==> config.mk <==
export PLATFORM = sky130hd
export DESIGN_NAME = m_cache_refill_ctrl_flat
export DESIGN_NICKNAME = d
export VERILOG_FILES = /design/src/rtl/m_cache_refill_ctrl_if.sv /design/src/rtl/m_cache_refill_ctrl.sv /design/src/flat_wrapper.sv
export SDC_FILE = /design/constraint.sdc
export NUM_CORES = 1
export LEC_CHECK = 0
export CAP_MARGIN = 30
export CORE_ASPECT_RATIO = 0.8
export CORE_MARGIN = 2
export CORE_UTILIZATION = 41
export DETAILED_ROUTE_END_ITERATION = 8
export PLACE_DENSITY_LB_ADDON = 0.2
export SYNTH_ARGS = -nofsm -noshare
export SYNTH_HDL_FRONTEND = slang
export SYNTH_SLANG_ARGS = --single-unit
export TNS_END_PERCENT = 100
==> constraint.sdc <==
create_clock -name w_clock -period 2.4 [get_ports w_clock]
set_clock_uncertainty 0.1 [all_clocks]
set_input_delay 0.48 -clock w_clock [delete_from_list [all_inputs] [get_ports w_clock]]
set_output_delay 0.48 -clock w_clock [all_outputs]
set_load 0.02 [all_outputs]
==> src/rtl/m_cache_refill_ctrl_if.sv <==
// Bus bundle for the cache refill controller: CPU lookup side, memory read side
// and cache line write port.
interface m_cache_refill_ctrl_if;
  logic        w_req;
  logic [31:0] w_address;
  logic        w_hit;
  logic        w_stall;
  logic        w_mem_req;
  logic [31:0] w_mem_addr;
  logic        w_mem_ack;
  logic [31:0] w_mem_rdata;
  logic        w_we;
  logic [4:0]  w_wa;
  logic [57:0] w_wd;
  logic [31:0] w_miss_count;

  modport slave (
    input  w_req, w_address, w_hit, w_mem_ack, w_mem_rdata,
    output w_stall, w_mem_req, w_mem_addr, w_we, w_wa, w_wd, w_miss_count
  );

  modport master (
    output w_req, w_address, w_hit, w_mem_ack, w_mem_rdata,
    input  w_stall, w_mem_req, w_mem_addr, w_we, w_wa, w_wd, w_miss_count
  );
endinterface

==> src/rtl/m_cache_refill_ctrl.sv <==
// Direct-mapped cache refill controller: 32 lines x 32-bit word, 25-bit tag.
// A load miss fetches one word from memory, writes the line, then replays the access.
module m_cache_refill_ctrl (
  input  logic                         w_clock,
  input  logic                         w_reset,
  m_cache_refill_ctrl_if.slave         bus
);

  typedef enum logic [1:0] {
    S_IDLE   = 2'd0,
    S_MREQ   = 2'd1,
    S_FILL   = 2'd2,
    S_REPLAY = 2'd3
  } state_t;

  state_t      r_state;
  logic [31:0] r_addr;
  logic [31:0] r_data;
  logic [31:0] r_miss_count;
  logic        r_mem_req;
  logic        r_we;
  logic        w_unused_lsb;

  // Byte offset never takes part in fill addressing.
  assign w_unused_lsb = ^r_addr[1:0];

  // Refill sequencer with registered memory request and line write strobe.
  always_ff @(posedge w_clock) begin
    if (w_reset) begin
      r_state      <= S_IDLE;
      r_addr       <= 32'd0;
      r_data       <= 32'd0;
      r_miss_count <= 32'd0;
      r_mem_req    <= 1'b0;
      r_we         <= 1'b0;
    end else begin
      case (r_state)
        S_IDLE: begin
          r_we <= 1'b0;
          if (bus.w_req && !bus.w_hit) begin
            r_addr    <= bus.w_address;
            r_mem_req <= 1'b1;
            r_state   <= S_MREQ;
            if (r_miss_count != 32'hFFFF_FFFF) begin
              r_miss_count <= r_miss_count + 32'd1;
            end
          end else begin
            r_mem_req <= 1'b0;
          end
        end
        S_MREQ: begin
          if (bus.w_mem_ack) begin
            r_data    <= bus.w_mem_rdata;
            r_mem_req <= 1'b0;
            r_we      <= 1'b1;
            r_state   <= S_FILL;
          end else begin
            r_mem_req <= 1'b1;
          end
        end
        S_FILL: begin
          r_we    <= 1'b0;
          r_state <= S_REPLAY;
        end
        S_REPLAY: begin
          r_we      <= 1'b0;
          r_mem_req <= 1'b0;
          r_state   <= S_IDLE;
        end
        default: begin
          r_we      <= 1'b0;
          r_mem_req <= 1'b0;
          r_state   <= S_IDLE;
        end
      endcase
    end
  end

  // Stall must react in the same cycle the miss is seen, so it is combinational.
  always_comb begin
    bus.w_stall = 1'b0;
    case (r_state)
      S_IDLE:   bus.w_stall = bus.w_req & ~bus.w_hit;
      S_MREQ:   bus.w_stall = 1'b1;
      S_FILL:   bus.w_stall = 1'b1;
      S_REPLAY: bus.w_stall = 1'b0;
      default:  bus.w_stall = 1'b0;
    endcase
  end

  assign bus.w_mem_req    = r_mem_req;
  assign bus.w_mem_addr   = {r_addr[31:2], 2'b00};
  assign bus.w_we         = r_we;
  assign bus.w_wa         = r_addr[6:2];
  // Valid bit follows the strobe so the idle value after reset is all zero.
  assign bus.w_wd         = {r_we, r_addr[31:7], r_data};
  assign bus.w_miss_count = r_miss_count;

endmodule

==> src/flat_wrapper.sv <==
// flat-port wrapper written by rule: the top's interface ports become plain ports
module m_cache_refill_ctrl_flat 
  (w_clock, w_reset, bus_w_req, bus_w_address, bus_w_hit, bus_w_mem_ack, bus_w_mem_rdata, bus_w_stall, bus_w_mem_req, bus_w_mem_addr, bus_w_we, bus_w_wa, bus_w_wd, bus_w_miss_count);
  m_cache_refill_ctrl_if bus_i ();
  input  logic w_clock;
  input  logic w_reset;
  input wire logic [$bits(bus_i.w_req)-1:0] bus_w_req;
  input wire logic [$bits(bus_i.w_address)-1:0] bus_w_address;
  input wire logic [$bits(bus_i.w_hit)-1:0] bus_w_hit;
  input wire logic [$bits(bus_i.w_mem_ack)-1:0] bus_w_mem_ack;
  input wire logic [$bits(bus_i.w_mem_rdata)-1:0] bus_w_mem_rdata;
  output wire logic [$bits(bus_i.w_stall)-1:0] bus_w_stall;
  output wire logic [$bits(bus_i.w_mem_req)-1:0] bus_w_mem_req;
  output wire logic [$bits(bus_i.w_mem_addr)-1:0] bus_w_mem_addr;
  output wire logic [$bits(bus_i.w_we)-1:0] bus_w_we;
  output wire logic [$bits(bus_i.w_wa)-1:0] bus_w_wa;
  output wire logic [$bits(bus_i.w_wd)-1:0] bus_w_wd;
  output wire logic [$bits(bus_i.w_miss_count)-1:0] bus_w_miss_count;
  assign bus_i.w_req = bus_w_req;
  assign bus_i.w_address = bus_w_address;
  assign bus_i.w_hit = bus_w_hit;
  assign bus_i.w_mem_ack = bus_w_mem_ack;
  assign bus_i.w_mem_rdata = bus_w_mem_rdata;
  assign bus_w_stall = bus_i.w_stall;
  assign bus_w_mem_req = bus_i.w_mem_req;
  assign bus_w_mem_addr = bus_i.w_mem_addr;
  assign bus_w_we = bus_i.w_we;
  assign bus_w_wa = bus_i.w_wa;
  assign bus_w_wd = bus_i.w_wd;
  assign bus_w_miss_count = bus_i.w_miss_count;
  m_cache_refill_ctrl u_core (.w_clock(w_clock), .w_reset(w_reset), .bus(bus_i));
endmodule
==> impl_metrics.yaml, run 1 <==
outcome:
  status: "completed"
sta:
  fmax_mhz: 444
  min_period_ps: 2250
  hold_ws_ps: 354
  setup_viol: 0
  worstMarginPinSlew_ps: 528
  rsz0062_at_grt: "false"
  slew_violations: 0
  setup_ws_ps: 149
  min_period_over_period: 0.938
  hold_viol_final: 0
  slew_headroom: 0.646
global_route:
  grt_pass1_wl_um: 18100
  grt-ovfl-total: 0
  grt_pass1_vias: 3788
  antenna_found_initial: 0
  grtUsageTotal: 0.198
  grt_start_max_net_pins: 37
critical_path:
  cp_num_buf_inv: 1
  critPathTopFamily: "simple AND/OR/NAND/NOR gates"
  cp-start-kind: "flop"
  cpPeakStageDelay_ps: 390
  critPathSlowestCell: "dfxtp_1"
  endpoint_kind: "flop"
  regToRegStartpoint: "u_core.bus.w_miss_count[1]$_SDFFE_PP0P_"
  crit_required_ps: 2570
  ff2ff_setup_slack_ps: 150
  rr_endpoint: "u_core.bus.w_miss_count[20]$_SDFFE_PP0P_"
  crit_arrival_ps: 2430
  crit_type: "reg -> reg"
  r2r_cells: 7
  crit_fanout: 11
  worstPathCellList: "ha_1, nand4_2, nor2_4, o2111ai_2, buf_4, or3_1, a21oi_1"
layout:
  final_common_cell: "clkdlybuf4s50_1"
  post-route-cell-area_um2: 6470
  num_antenna_cells: 0
  final_cells: 839
  drive_above_1_share: 0.0658
  final_cell_mix: "clkdlybuf4s50_1, nand2_1, dfxtp_1, a21oi_1, buf_4"
  synthToLayoutAreaGrowth_pct: 51.2
  nNetsFinal: 771
clock_network:
  clock_sink_count: 98
  cts.clk_slew.worst_paths_ps: 70
  numCtsBuffers: 9
  root_buffer: "clkbuf_16"
  cts_tree: "yes"
  post_cts_buffers: 0
  cts_buffer_depth: 2
  insertion_delay_ps: 340
  ctsHtreeMaxLevel: 3
synthesis:
  syn_area_um2: 4280
  ys_ff_latch: 98
  synth-edff-count: 0
  yosys_warnings: 0
  synth-main-ff-cell: "dfxtp_1"
  ys_types: 47
  synth_area_leader_cell: "dfxtp_1"
  async_flop_share: 0
  synthDominantCellAreaShare: 0.458
  synthTopCellsByArea: "dfxtp_1, nand2_1, a21oi_1, buf_4, clkbuf_1"
  netlist_instances: 530
  avgSynthCellArea_um2: 8.08
  ys_seq_area_frac: 0.458
floorplan:
  core-area_um2: 10200
  die_area_um2: 11300
  start_util: 0.420
  pin_count: 199
  num_rows: 33
  die_h_um: 95.4
  die_w_um: 118
pwr:
  ir_worst_vdd_mv: 0.509
  power_density_nw_per_um2: 725
  p_leak_nw: 2.23
drt:
  viasPerCell: 4.97
  drt-wirelength-per-cell_um: 13.8
  drc_errors: 0
  ant_nets: 0
  drtIter0Drc: 229
  drtPass1Iterations: 4
  drt-total-wl_um: 11500
  vias: 4172
placed_design:
  placed_cell_area_um2: 6190
  portBuffers: 194
  dp_slack_ps: -60.1
  dp_hpwl_um: 8470
  gp_congestion: 0.792
  place_inst: 824
hold_path:
  hold_start: "u_core.r_data[14]$_SDFFE_PP0P_"
  hold_path_depth: 2
  min_to: "u_core.r_data[14]$_SDFFE_PP0P_"
  hp-class: "reg -> reg"
flow_run:
  maxCapViolCount: 0
[Yosys cell counts (4+ instances only)]
library cell and n:
ha_1 7, nand4_1 8, dfxtp_1 98, or3_1 15
o21ai_0 4, a21oi_1 90, o21ai_1 10, nand3_1 10
and4_1 4, clkbuf_1 25, buf_4 33, nor2b_1 4
o31ai_1 8, nor2_1 14, nand2_1 140, inv_1 6
or4_1 8
[report_power, final]
part           total, W  switching (W)  internal [W]  leakage, nW
Combinational   0.00140       0.000763      0.000633         1.30
Clock           0.00141       0.000610      0.000801        0.138
Sequential      0.00189       0.000103       0.00179        0.795
Total           0.00470        0.00148       0.00322         2.23
[worst min-delay path, stage by stage, from the launching register on]
cell	delay, ps
dfxtp_1	310
nand2_1	50
a21oi_1	50
[cell type report]
cell class                      count  area, um^2
Multi-Input combinational cell    366        1940
Sequential cell                    98        1960
Clock inverter                      5        56.3
Clock buffer                       10         229
Fill cell                         919        3720
Inverter                            6        22.5
Tap cell                          140         175
Timing Repair Buffer              214        2080
[layer usage]
| metal | up-vias | part of all wire | global-route usage |
|---|---|---|---|
| li1 | 2104 | - | - |
| met1 | 1916 | 0.44 | 0.240 |
| met2 | 141 | 0.47 | 0.332 |
| met3 | 11 | 0.081 | 0.0778 |
| met4 | 0 | 0.0075 | 0.0542 |
| met5 | - | 0 | 0 |
[how the worst max path moves through the flow]
stage / from / endpoint / slack [ps] / depth (start not counted)
after global placement: bus_w_hit / bus_w_stall / -20 / 4
final: u_core.bus.w_miss_count[1]$_SDFFE_PP0P_ / u_core.bus.w_miss_count[20]$_SDFFE_PP0P_ / 150 / 7
after global routing: u_core.bus.w_miss_count[1]$_SDFFE_PP0P_ / u_core.bus.w_miss_count[26]$_SDFFE_PP0P_ / 8 / 7
after floorplan: u_core.bus.w_miss_count[0]$_SDFFE_PP0P_ / u_core.bus.w_miss_count[28]$_SDFFE_PP0P_ / 280 / 7
after detailed placement: bus_w_req / u_core.bus.w_miss_count[20]$_SDFFE_PP0P_ / -60 / 7
after CTS: u_core.r_state[0]$_SDFFE_PP0P_ / bus_w_stall / 80 / 5
[registers in the layout (all words and copies together) (netlist names)]
register and cells:
u_core.bus.w_mem_req 1, u_core.bus.w_we 1, u_core.bus.w_miss_count 32, u_core.r_state 2, u_core.r_addr 30, u_core.r_data 32
[cells by family after synthesis]
group                      synth area share
and+or+nand+nor                       0.251
AOI/OAI and AO/OA                     0.165
DFF                                   0.458
buffers and inverters                0.0885
adders and majority gates            0.0205
muxes                                0.0102
xor gates and xnor gates            0.00614
other                              0.000876
[stage by stage]
stage	total power, W	utilization	setup TNS (ps)
after floorplan	0.00275	-	0
final	0.00470	0.635	0
after global routing	0.00494	0.635	0
after CTS	0.00476	0.635	0
after global placement	0.00331	0.607	-26.5
after detailed placement	0.00334	0.607	-161
[what timing repair did]
item | CTS | global route
endpoints found under the setup margin | 1 | 1
hold buffers | 0 | 0
resized for setup | 1 | 2
(Power assumes the default switching activity.)
==> run 2: changes to the inputs <==
--- a/config.mk
+++ b/config.mk
@@ -5,12 +5,13 @@
 export SDC_FILE = /design/constraint.sdc
 export NUM_CORES = 1
 export LEC_CHECK = 0
-export CAP_MARGIN = 30
+export CAP_MARGIN = 0
 export CORE_ASPECT_RATIO = 0.8
 export CORE_MARGIN = 2
 export CORE_UTILIZATION = 41
 export DETAILED_ROUTE_END_ITERATION = 8
-export PLACE_DENSITY_LB_ADDON = 0.2
+export PLACE_DENSITY_LB_ADDON = 0.3
+export SLEW_MARGIN = 10
 export SYNTH_ARGS = -nofsm -noshare
 export SYNTH_HDL_FRONTEND = slang
 export SYNTH_SLANG_ARGS = --single-unit
==> impl_metrics.yaml, run 2 (synthesized netlist as in run 1, its figures left out) <==
sta:
  min_period_over_period: 0.933
  hold_viol_final: 0
  rsz0062_at_grt: "false"
  slew_violations: 0
  min_period_ps: 2240
  setup_ws_ps: 161
  hold_ws_ps: 352
  fmax_mhz: 447
  setup_viol: 0
  worstMarginPinSlew_ps: 566
  slew_headroom: 0.620
critical_path:
  crit_fanout: 4
  endpoint_kind: "output port"
  cp-start-kind: "flop"
  r2r_cells: 5
  crit_required_ps: 1820
  crit_arrival_ps: 1660
  ff2ff_setup_slack_ps: 180
  crit_type: "reg -> out"
  regToRegStartpoint: "u_core.bus.w_miss_count[2]$_SDFFE_PP0P_"
  rr_endpoint: "u_core.bus.w_miss_count[29]$_SDFFE_PP0P_"
global_route:
  grt-ovfl-total: 0
  grt_start_max_net_pins: 50
  grtUsageTotal: 0.207
  grt_pass1_wl_um: 19000
  grt_pass1_vias: 3903
  antenna_found_initial: 0
layout:
  seq_area_um2: 1960
  post-route-util: 0.641
  final_common_cell: "clkdlybuf4s50_1"
  final_cells: 842
  synthToLayoutAreaGrowth_pct: 52.6
  multi_input_area_um2: 1950
  drive_above_1_share: 0.0698
  num_antenna_cells: 0
  nNetsFinal: 773
  final_cell_mix: "clkdlybuf4s50_1, nand2_1, dfxtp_1, a21oi_1, buf_4"
  fillers: 859
drt:
  vias: 4250
  drt-wirelength-per-cell_um: 13.9
  drc_errors: 0
  drtPass1Iterations: 5
  ant_nets: 0
  drt-total-wl_um: 11700
  viasPerCell: 5.05
  drtIter0Drc: 210
pwr:
  clkPwrFrac: 0.311
  power_density_nw_per_um2: 734
  p_leak_nw: 2.26
  power_w: 0.00480
  power.switching_w: 0.00147
  p_sw_frac: 0.306
  p_seq_frac: 0.394
  p_comb_frac: 0.295
  ir_worst_vdd_mv: 0.524
  p_int_w: 0.00333
floorplan:
  die_h_um: 95.4
  die_area_um2: 11300
  core-area_um2: 10200
  pin_count: 199
  num_rows: 33
  die_w_um: 118
  start_util: 0.420
clock_network:
  cts.clk_slew.worst_paths_ps: 70
  root_buffer: "clkbuf_16"
  cts_tree: "yes"
  clock_sink_count: 98
  insertion_delay_ps: 340
  cts_buffer_depth: 2
  numCtsBuffers: 9
  ctsHtreeMaxLevel: 3
  postCtsHoldBufs: 0
placed_design:
  dp_slack_ps: -45.7
  place_inst: 825
  gp_congestion: 0.814
  portBuffers: 194
  dp_hpwl_um: 8620
hold_path:
  hold_path_depth: 2
  hold_start: "u_core.r_data[29]$_SDFFE_PP0P_"
  min_to: "u_core.r_data[29]$_SDFFE_PP0P_"
  hp-class: "reg -> reg"
outcome:
  status: "completed"
flow_run:
  maxCapViolCount: 0
## run 2: how the worst max path moves through the flow
stage | start | cells past startpoint | slack (ps) | to
floorplan | u_core.bus.w_miss_count[0]$_SDFFE_PP0P_ | 7 | 280 | u_core.bus.w_miss_count[28]$_SDFFE_PP0P_
global placement | bus_w_hit | 7 | -30 | u_core.bus.w_miss_count[20]$_SDFFE_PP0P_
detailed placement | bus_w_hit | 7 | -50 | u_core.bus.w_miss_count[20]$_SDFFE_PP0P_
CTS | u_core.r_state[0]$_SDFFE_PP0P_ | 5 | 140 | bus_w_stall
global route | u_core.r_state[0]$_SDFFE_PP0P_ | 5 | 10 | bus_w_stall
finish | u_core.r_state[0]$_SDFFE_PP0P_ | 5 | 160 | bus_w_stall
## run 2: layout make-up
class,instances,share of cell area
clock buffer,13,0.0414
clock inverter,3,0.00709
inverter,6,0.00345
multi-input combinational,366,0.299
sequential,98,0.300
tap,140,0.0268
timing repair buffer,216,0.322
## run 2: per-layer routing
layer / vias up / GRT usage / wire, um
met5: - / 0 / 0
met2: 157 / 0.351 / 5630
li1: 2115 / - / -
met1: 1970 / 0.248 / 4910
met4: 0 / 0.0452 / 80
met3: 8 / 0.0843 / 1080
## run 2: through the flow
step / TNS (ps) / instance area (um^2)
final: 0 / 6530
after global routing: 0 / 6530
after floorplan: 0 / 4290
after global placement: -60.9 / 6200
after CTS: 0 / 6520
after detailed placement: -142 / 6200
## run 2: power by group through the flow
| stage | Clock, W | Sequential [W] | Combinational [W] |
|---|---|---|---|
| after floorplan | 0 | 0.00209 | 0.000660 |
| after global placement | 0 | 0.00192 | 0.00140 |
| after detailed placement | 0 | 0.00193 | 0.00143 |
| after CTS | 0.00153 | 0.00189 | 0.00143 |
| after global routing | 0.00161 | 0.00191 | 0.00154 |
| final | 0.00149 | 0.00189 | 0.00142 |
## run 2: repair_timing
action | in CTS | in global routing
gates resized for setup | 1 | 2
setup endpoints to repair | 1 | 3
gates cloned | 0 | 0
buffers inserted | 0 | 1
pin swaps | 0 | 1
endpoints found under the hold margin | 0 | 0
## run 2: critical path, stage by stage (launching register included)
cell	delay, ps
dfxtp_1	390
inv_1	110
ha_1	310
inv_1	40
mux2i_1	110
dlygate4sd2_1	360
